[src/rtl/rf_write_arbiter.sv]
// Round-robin writeback arbiter for the integer register file's single write
// port, with the per-register busy scoreboard that feeds decode hazard checks.
module rf_write_arbiter #(
  parameter int NUM_REQ = 3,
  parameter int ADDR_W  = 5,
  parameter int DATA_W  = 32
) (
  input  logic                        clk,
  input  logic                        rst_n,
  input  logic [NUM_REQ-1:0]          req_valid,
  output logic [NUM_REQ-1:0]          req_ready,
  input  logic [NUM_REQ*ADDR_W-1:0]   req_rd_addr,
  input  logic [NUM_REQ*DATA_W-1:0]   req_rd_data,
  output logic                        reg_write,
  output logic [ADDR_W-1:0]           rd_addr,
  output logic [DATA_W-1:0]           rd_data,
  input  logic                        issue_valid,
  input  logic [ADDR_W-1:0]           issue_rd,
  input  logic                        flush,
  output logic [31:0]                 busy
);

  localparam int PTR_W = (NUM_REQ > 1) ? $clog2(NUM_REQ) : 1;

  logic [PTR_W-1:0]  ptr;
  logic [PTR_W-1:0]  grant_idx_p0;
  logic              grant_any_p0;
  logic [ADDR_W-1:0] sel_addr_p0;
  logic [DATA_W-1:0] sel_data_p0;
  logic [31:0]       busy_nxt;

  // Requester index offset positions past base, wrapping at NUM_REQ.
  function automatic logic [PTR_W-1:0] wrap_add(input logic [PTR_W-1:0] base, input int offset);
    int s;
    s = int'(base) + offset;
    if (s >= NUM_REQ) s = s - NUM_REQ;
    return PTR_W'(s);
  endfunction

  // Stage p0: combinational grant search starting at the priority pointer.
  always_comb begin
    grant_idx_p0 = '0;
    grant_any_p0 = 1'b0;
    req_ready    = '0;
    if (!flush) begin
      for (int k = 0; k < NUM_REQ; k++) begin
        if (!grant_any_p0 && req_valid[wrap_add(ptr, k)]) begin
          grant_any_p0 = 1'b1;
          grant_idx_p0 = wrap_add(ptr, k);
        end
      end
    end
    if (grant_any_p0) req_ready[grant_idx_p0] = 1'b1;
  end

  assign sel_addr_p0 = req_rd_addr[grant_idx_p0*ADDR_W +: ADDR_W];
  assign sel_data_p0 = req_rd_data[grant_idx_p0*DATA_W +: DATA_W];

  // Clear for the committing write is applied first so a same-cycle issue wins.
  always_comb begin
    busy_nxt = busy;
    if (flush) begin
      busy_nxt = '0;
    end else begin
      if (reg_write) busy_nxt[rd_addr] = 1'b0;
      if (issue_valid && (issue_rd != '0)) busy_nxt[issue_rd] = 1'b1;
    end
    busy_nxt[0] = 1'b0;
  end

  // Stage p1: registered write port and scoreboard.
  always_ff @(posedge clk or negedge rst_n) begin
    if (!rst_n) begin
      ptr       <= '0;
      reg_write <= 1'b0;
      rd_addr   <= '0;
      rd_data   <= '0;
      busy      <= '0;
    end else begin
      busy <= busy_nxt;
      if (grant_any_p0) begin
        ptr       <= wrap_add(grant_idx_p0, 1);
        reg_write <= (sel_addr_p0 != '0);
        rd_addr   <= sel_addr_p0;
        rd_data   <= sel_data_p0;
      end else begin
        reg_write <= 1'b0;
      end
    end
  end

endmodule
[config.mk]
export PLATFORM = sky130hd
export DESIGN_NAME = rf_write_arbiter
export DESIGN_NICKNAME = d
export VERILOG_FILES = /design/src/rtl/rf_write_arbiter.sv
export SDC_FILE = /design/constraint.sdc
export NUM_CORES = 1
export LEC_CHECK = 0
export ABC_AREA = 1
export BUFFER_PORTS_ARGS = -buffer_cell sky130_fd_sc_hd__buf_2
export CORE_MARGIN = 2
export CORE_UTILIZATION = 30
export DETAILED_ROUTE_END_ITERATION = 10
export HOLD_SLACK_MARGIN = 0.02
export SETUP_SLACK_MARGIN = 0.02
export SLEW_MARGIN = 20
export SYNTH_ARGS = -nofsm -noshare
export SYNTH_HDL_FRONTEND = slang
export SYNTH_SLANG_ARGS = --single-unit
[constraint.sdc]
create_clock -name clk -period 2.1 [get_ports clk]
set_input_delay 0.105 -clock clk [delete_from_list [all_inputs] [get_ports clk]]
set_output_delay 0.105 -clock clk [all_outputs]
set_load 0.02 [all_outputs]
==> flow_summary.toml, run 1 <==
[critical_path]
crit_type = "reg2out"
critical_path.max_fanout = 7
start_kind = "flop"
cp_cell_sequence = "inv_2, ha_4, inv_4, nand2_2, nand3_2, nand2_2, nand2_2, inv_4, nand3_4, nand3_4, nand2_8, nor2_8, buf_12, buf_8"
cp_data_required_time_ps = 2000
slowest_stage = "dfrtp_1"
cp-end-kind = "primary output"
max_stage_delay_ps = 380
cp_data_arrival_time_ps = 2220
cpMostUsedCell = "nand2_2"
r2r_cells = 15

[clock_network]
numCtsBuffers = 9
clk_path_buf_depth = 2
clk_root_buffer_cell = "clkbuf_16"
cts_tree = "done"
cts.sinks = 71
htree_levels = 3
clk_pin_slew_ps = 50
clkLatencyLatePin_ps = 340

[timing]
period_needed_ps = 2320
finalSetupViolCount = 39
slew_violations = 0
holdWs_ps = 43.9
fmaxAchievable_mhz = 431
fin_skew_ps = 5.90
finalCritPeriodShare = 1.10
tightest_slew_ps = 927
fin_tns_setup_ps = -4530
rsz0062_at_grt = "yes"
fin_ws_ps = -220
slew_headroom = 0.382
hold_viol = 0

[drt]
detail_route.wl_per_cell_um = 17.1
firstDrtPassIters = 5
wl_um = 16400
first_iter_violations = 392
drc = 0
drtAntennaViolNets = 0
num_vias = 4874
drt-vias-per-instance = 5.09

[synth]
synth_largest_area_cell = "dfrtp_1"
postSynthAreaPerCell_um2 = 7.79
synth_seq_cells = 71
syn-cell-area_mm2 = 0.00376
yosys-top-cells-area = "dfrtp_1 (47%), nand2_1 (18%), o21ai_0 (4.9%)"
syn_inst = 482
synthDistinctLibCells = 25
synth_nets = 607
seq_area_frac_synth = 0.473
netlist.area_leader.share = 0.473
ys_warn_count = 0

[hold_path]
holdPathStages = 3
hp-class = "in2reg"

[grt]
grt_pass1_wl_um = 24300
grt_pass1_vias = 4992
grt_max_degree = 72
grt-ovfl-total = 0
antenna_found_initial = 3
grtUsageTotal = 0.236

[place]
post-place-ws_ps = -117
dp_hpwl_um = 9550
gp_congestion = 0.972
numPortBuffers = 194

[finish]
final_common_cell = "buf_2"
final_cell_mix = "buf_2 (190), nand2_1 (142), dfrtp_1 (71), dlygate4sd3_1 (71), o21ai_0 (33)"
drive_gt1_frac = 0.418
nets = 907
utilization = 0.555
synthToLayoutAreaGrowth_pct = 79.0

[power]
leakagePower_nw = 3.31
power_mw = 9.78
p_per_area_mw_per_mm2 = 1450
ir_worst_vdd_mv = 1.17

[run]
maxCapViolCount = 0

[run_status]
outcome = "complete, but fails checks"
violations = "setup timing"

[floorplan]
fp.coreArea_mm2 = 0.0121
die_width_um = 116
initial_core_util = 0.310
die_area_mm2 = 0.0134
die_h_um = 116
io-pin-count = 196
rows = 40
## flip-flops by register name, summed over array words and instances (netlist names)
name	flops
busy	31
reg_write	1
rd_data	32
ptr	2
rd_addr	5
## synth_stat cells
library cell    n
o21ai_1         2
inv_1          23
dfrtp_1        71
clkbuf_1        3
nand2_4         1
ha_1            2
a41oi_1         3
buf_4           3
conb_1          1
nand2_1       176
buf_6           4
nor2_1         25
buf_2           8
nor3_1         10
nor2_8          1
a21oi_1        32
nand4_1        26
a41oi_2         5
nand2_2         3
nand3_4         1
nand3_1        31
inv_2           7
inv_4           1
o21ai_0        37
nand3_2         6
## layout make-up
cell class	instances	area, µm²
Multi-Input combinational cell	362	2040
Tap cell	168	210
Clock buffer	13	260
Timing Repair Buffer	307	2220
Clock inverter	3	65.1
Antenna cell	3	7.51
Fill cell	1068	5390
Sequential cell	71	1780
Inverter	31	144
## critical path, delay by kind of cell (launching register included)
kind	cells	cell delay (ps)
adders and majority gates	1	320
buffers and inverters	5	430
and+or+nand+nor	8	750
DFF	1	380
## worst paths after layout
| kind | start | end | slack (ps) |
|---|---|---|---|
| worst min-delay path | req_rd_data[78] | rd_data[14] | 40 |
| worst max register to register | ptr[0] | rd_data[18] | -210 |
| worst max-delay path | ptr[0] | req_ready[0] | -220 |
| min in group asynchronous | rst_n | busy[15] | 430 |
| worst min register to register | rd_data[21] | rd_data[21] | 500 |
| max in group asynchronous | rst_n | rd_data[14] | 1050 |
## routing by layer
metal | track usage | part of all wire | vias up
met3 | 0.0800 | 0.099 | 76
met5 | 0 | 0.0012 | -
met4 | 0.140 | 0.049 | 2
met1 | 0.250 | 0.36 | 2238
met2 | 0.409 | 0.49 | 343
li1 | - | - | 2215
## logic make-up after synthesis
group / after synthesis / synth area share
buffers and inverters: 49 / 0.0633
AND/OR/NAND/NOR: 280 / 0.333
AO/OA/AOI/OAI: 79 / 0.123
flip-flops: 71 / 0.473
adder cells (fa/ha/maj): 2 / 0.00666
other: 1 / 0.000998
## per-stage QoR
stage	instances	cell area (µm²)
2_1_floorplan	482	3760
3_3_place_gp	840	4960
3_5_place_dp	840	4960
4_1_cts	950	6440
5_1_grt	956	6720
6_report	958	6730
## where the power goes
group	total [mW]	switching [mW]	internal [mW]
sequential	2.11	0.316	1.80
combinational	5.99	3.43	2.56
clock	1.68	0.578	1.10
## repair_timing
action,4_1_cts,5_1_grt
setup endpoints to repair,37,41
endpoints found under the hold margin,95,0
setup buffers,20,4
resized for setup,53,66
pin swaps,20,20
hold buffers,71,0
gates cloned,3,2
Power figures use the tool's default switching activity.
==> run 2, diff against run 1 <==
Settings changed: ABC_CLOCK_PERIOD_IN_PS set to 2100, CELL_PAD_IN_SITES_DETAIL_PLACEMENT set to 0, CELL_PAD_IN_SITES_GLOBAL_PLACEMENT set to 1, CORE_UTILIZATION 30 to 28, PLACE_DENSITY_LB_ADDON set to 0.1.
==> run 2 against run 1 <==
Effect of this change:
- the flow still finishes with violations (setup timing)
- hold slack worse by 16 ps
- sequential power about the same
- clock power down 2%
- die area up 6.9%
- global-route usage down 3.1 points
- via count down 5.1%
- clock-buffer cell count down 4
- critical path depth down 2
- core utilization down 6.3 points
- sequential share of layout area up 0.97 points
- sequential cell count unchanged
==> flow_summary.toml, run 2 (synthesis results as in run 1) <==
[finish]
diodes = 0
final_cell_mix = "buf_2 (190), nand2_1 (160), dfrtp_1 (71)"
nets = 908
top_register = "rd_data"
drive_gt1_frac = 0.400
utilization = 0.492
final_common_cell = "buf_2"
largest_reg_flops = 32
synthToLayoutAreaGrowth_pct = 72.7
reg_top3 = "rd_data x32, busy x31, rd_addr x5"

[power]
clkPwrFrac = 0.181
p_per_area_mw_per_mm2 = 1400
netSwitchingFraction = 0.441
intPower_mw = 5.09
leakagePower_nw = 3.20
pwr-share-seq = 0.231
p_sw_mw = 4.01
p_comb_frac = 0.588
ir_worst_vdd_mv = 0.626

[timing]
slew_headroom = 0.578
rsz0062_at_grt = "yes"
finalCritPeriodShare = 1.04
slew_violations = 0
finalSetupViolCount = 21
hold_viol = 0
holdWs_ps = 27.5
fmaxAchievable_mhz = 458
tightest_slew_ps = 630
fin_ws_ps = -81.6
period_needed_ps = 2180
fin_skew_ps = 5.70

[critical_path]
start_kind = "flop"
path_depth = 12
cp_num_buf_inv = 5
cp_cell_sequence = "ha_4, inv_4, nand2_2, nand3_2, nand2_4, nand2_4, inv_4, nand3_2, nand3_4, inv_4, buf_12, buf_8"
critical_path.max_fanout = 7
cp_data_required_time_ps = 2000
max_stage_delay_ps = 410
slowest_stage = "dfrtp_1"
r2r_cells = 14
cp-end-kind = "primary output"
cp_data_arrival_time_ps = 2080
crit_type = "reg2out"
critPathTopFamily = "simple AND/OR/NAND/NOR gates"
cpMostUsedCell = "inv_4"

[floorplan]
rows = 42
die_width_um = 120
die_area_mm2 = 0.0144
initial_core_util = 0.285
io-pin-count = 196
fp.coreArea_mm2 = 0.0132
die_h_um = 120

[clock_network]
clk_root_buffer_cell = "clkbuf_16"
clkLatencyLatePin_ps = 340
clk_pin_slew_ps = 60
clk_path_buf_depth = 2
htree_levels = 3
cts.sinks = 71
cts_tree = "done"
numCtsBuffers = 9

[drt]
detail_route.wl_per_cell_um = 15.4
wl_um = 14800
drt-vias-per-instance = 4.80
drc = 0
first_iter_violations = 273
num_vias = 4624
drtAntennaViolNets = 0
firstDrtPassIters = 4

[run_status]
outcome = "complete, but fails checks"
violations = "setup timing"

[place]
gp_congestion = 0.840
post-place-ws_ps = -60.1
dp_hpwl_um = 10200
numPortBuffers = 194

[grt]
grt_max_degree = 41
grt-ovfl-total = 0
grt_pass1_wl_um = 23000
grtUsageTotal = 0.206
grt_pass1_vias = 4634
antenna_found_initial = 0

[hold_path]
hp-class = "in2reg"
holdPathStages = 3

[run]
maxCapViolCount = 0
run 2: cell types whose count changed in the layout (fill, tap and decap cells not counted), moves of 3 or more:
cell      delta
o21ai_0      +3
nand2_2      -8
nand2_4     -10
diode_2      -3
buf_4       +10
nor2_2       +3
clkinv_2     +3
o21ai_1      -4
nand2_1     +18
run 2: final timing paths:
kind,to,start,slack [ps]
max,req_ready[1],ptr[1],-80
min,rd_data[26],req_rd_data[90],30
max reg2reg,rd_data[19],ptr[1],-60
min reg2reg,rd_data[20],rd_data[20],500
max in group asynchronous,rd_data[17],rst_n,1250
min in group asynchronous,busy[17],rst_n,260
run 2: area by class of cell:
cell class	instances	area, µm²
Fill cell	1252	6700
Timing Repair Buffer	308	2130
Multi-Input combinational cell	362	1920
Sequential cell	71	1780
Clock buffer	9	225
Tap cell	176	220
Inverter	31	134
Clock inverter	7	87.6
run 2: what timing repair did:
item	in CTS	in global routing
hold endpoints to repair	55	0
gates cloned	1	0
gates resized for setup	21	45
hold buffers	70	0
pin swaps	8	24
setup endpoints to repair	35	41
buffers inserted	15	5
run 2: through the flow:
stage	cells	setup TNS (ps)	instance area (µm²)	power, mW
2_1_floorplan	482	0	3760	4.72
5_1_grt	964	-4810	6490	9.71
3_5_place_dp	857	-339	5050	6.29
4_1_cts	959	-444	6300	8.73
6_report	964	-994	6490	9.10
3_3_place_gp	857	-10.2	5050	6.25
run 2: power by group through the flow:
stage	Combinational (mW)	Sequential, mW	Clock [mW]
2_1_floorplan	2.20	2.53	0
3_3_place_gp	4.14	2.11	0
3_5_place_dp	4.19	2.10	0
4_1_cts	4.95	2.10	1.68
5_1_grt	5.80	2.16	1.76
6_report	5.35	2.10	1.64
run 2: per-layer routing:
metal | part of all wire | vias up | GRT usage
met5 | 0 | - | 0
met4 | 0.036 | 0 | 0.0956
met3 | 0.072 | 34 | 0.0570
met2 | 0.49 | 213 | 0.351
met1 | 0.41 | 2164 | 0.240
li1 | - | 2213 | -
run 2: worst register-to-register path, cell delays in order (launching register included):
cell	delay (ps)
dfrtp_1	410
ha_4	340
inv_4	50
nand2_2	60
nand3_2	80
nand2_4	110
nand2_4	60
inv_4	70
nand3_4	90
nand3_4	130
inv_4	60
buf_6	130
bufbuf_16	280
nand2_1	60
nand4_1	90
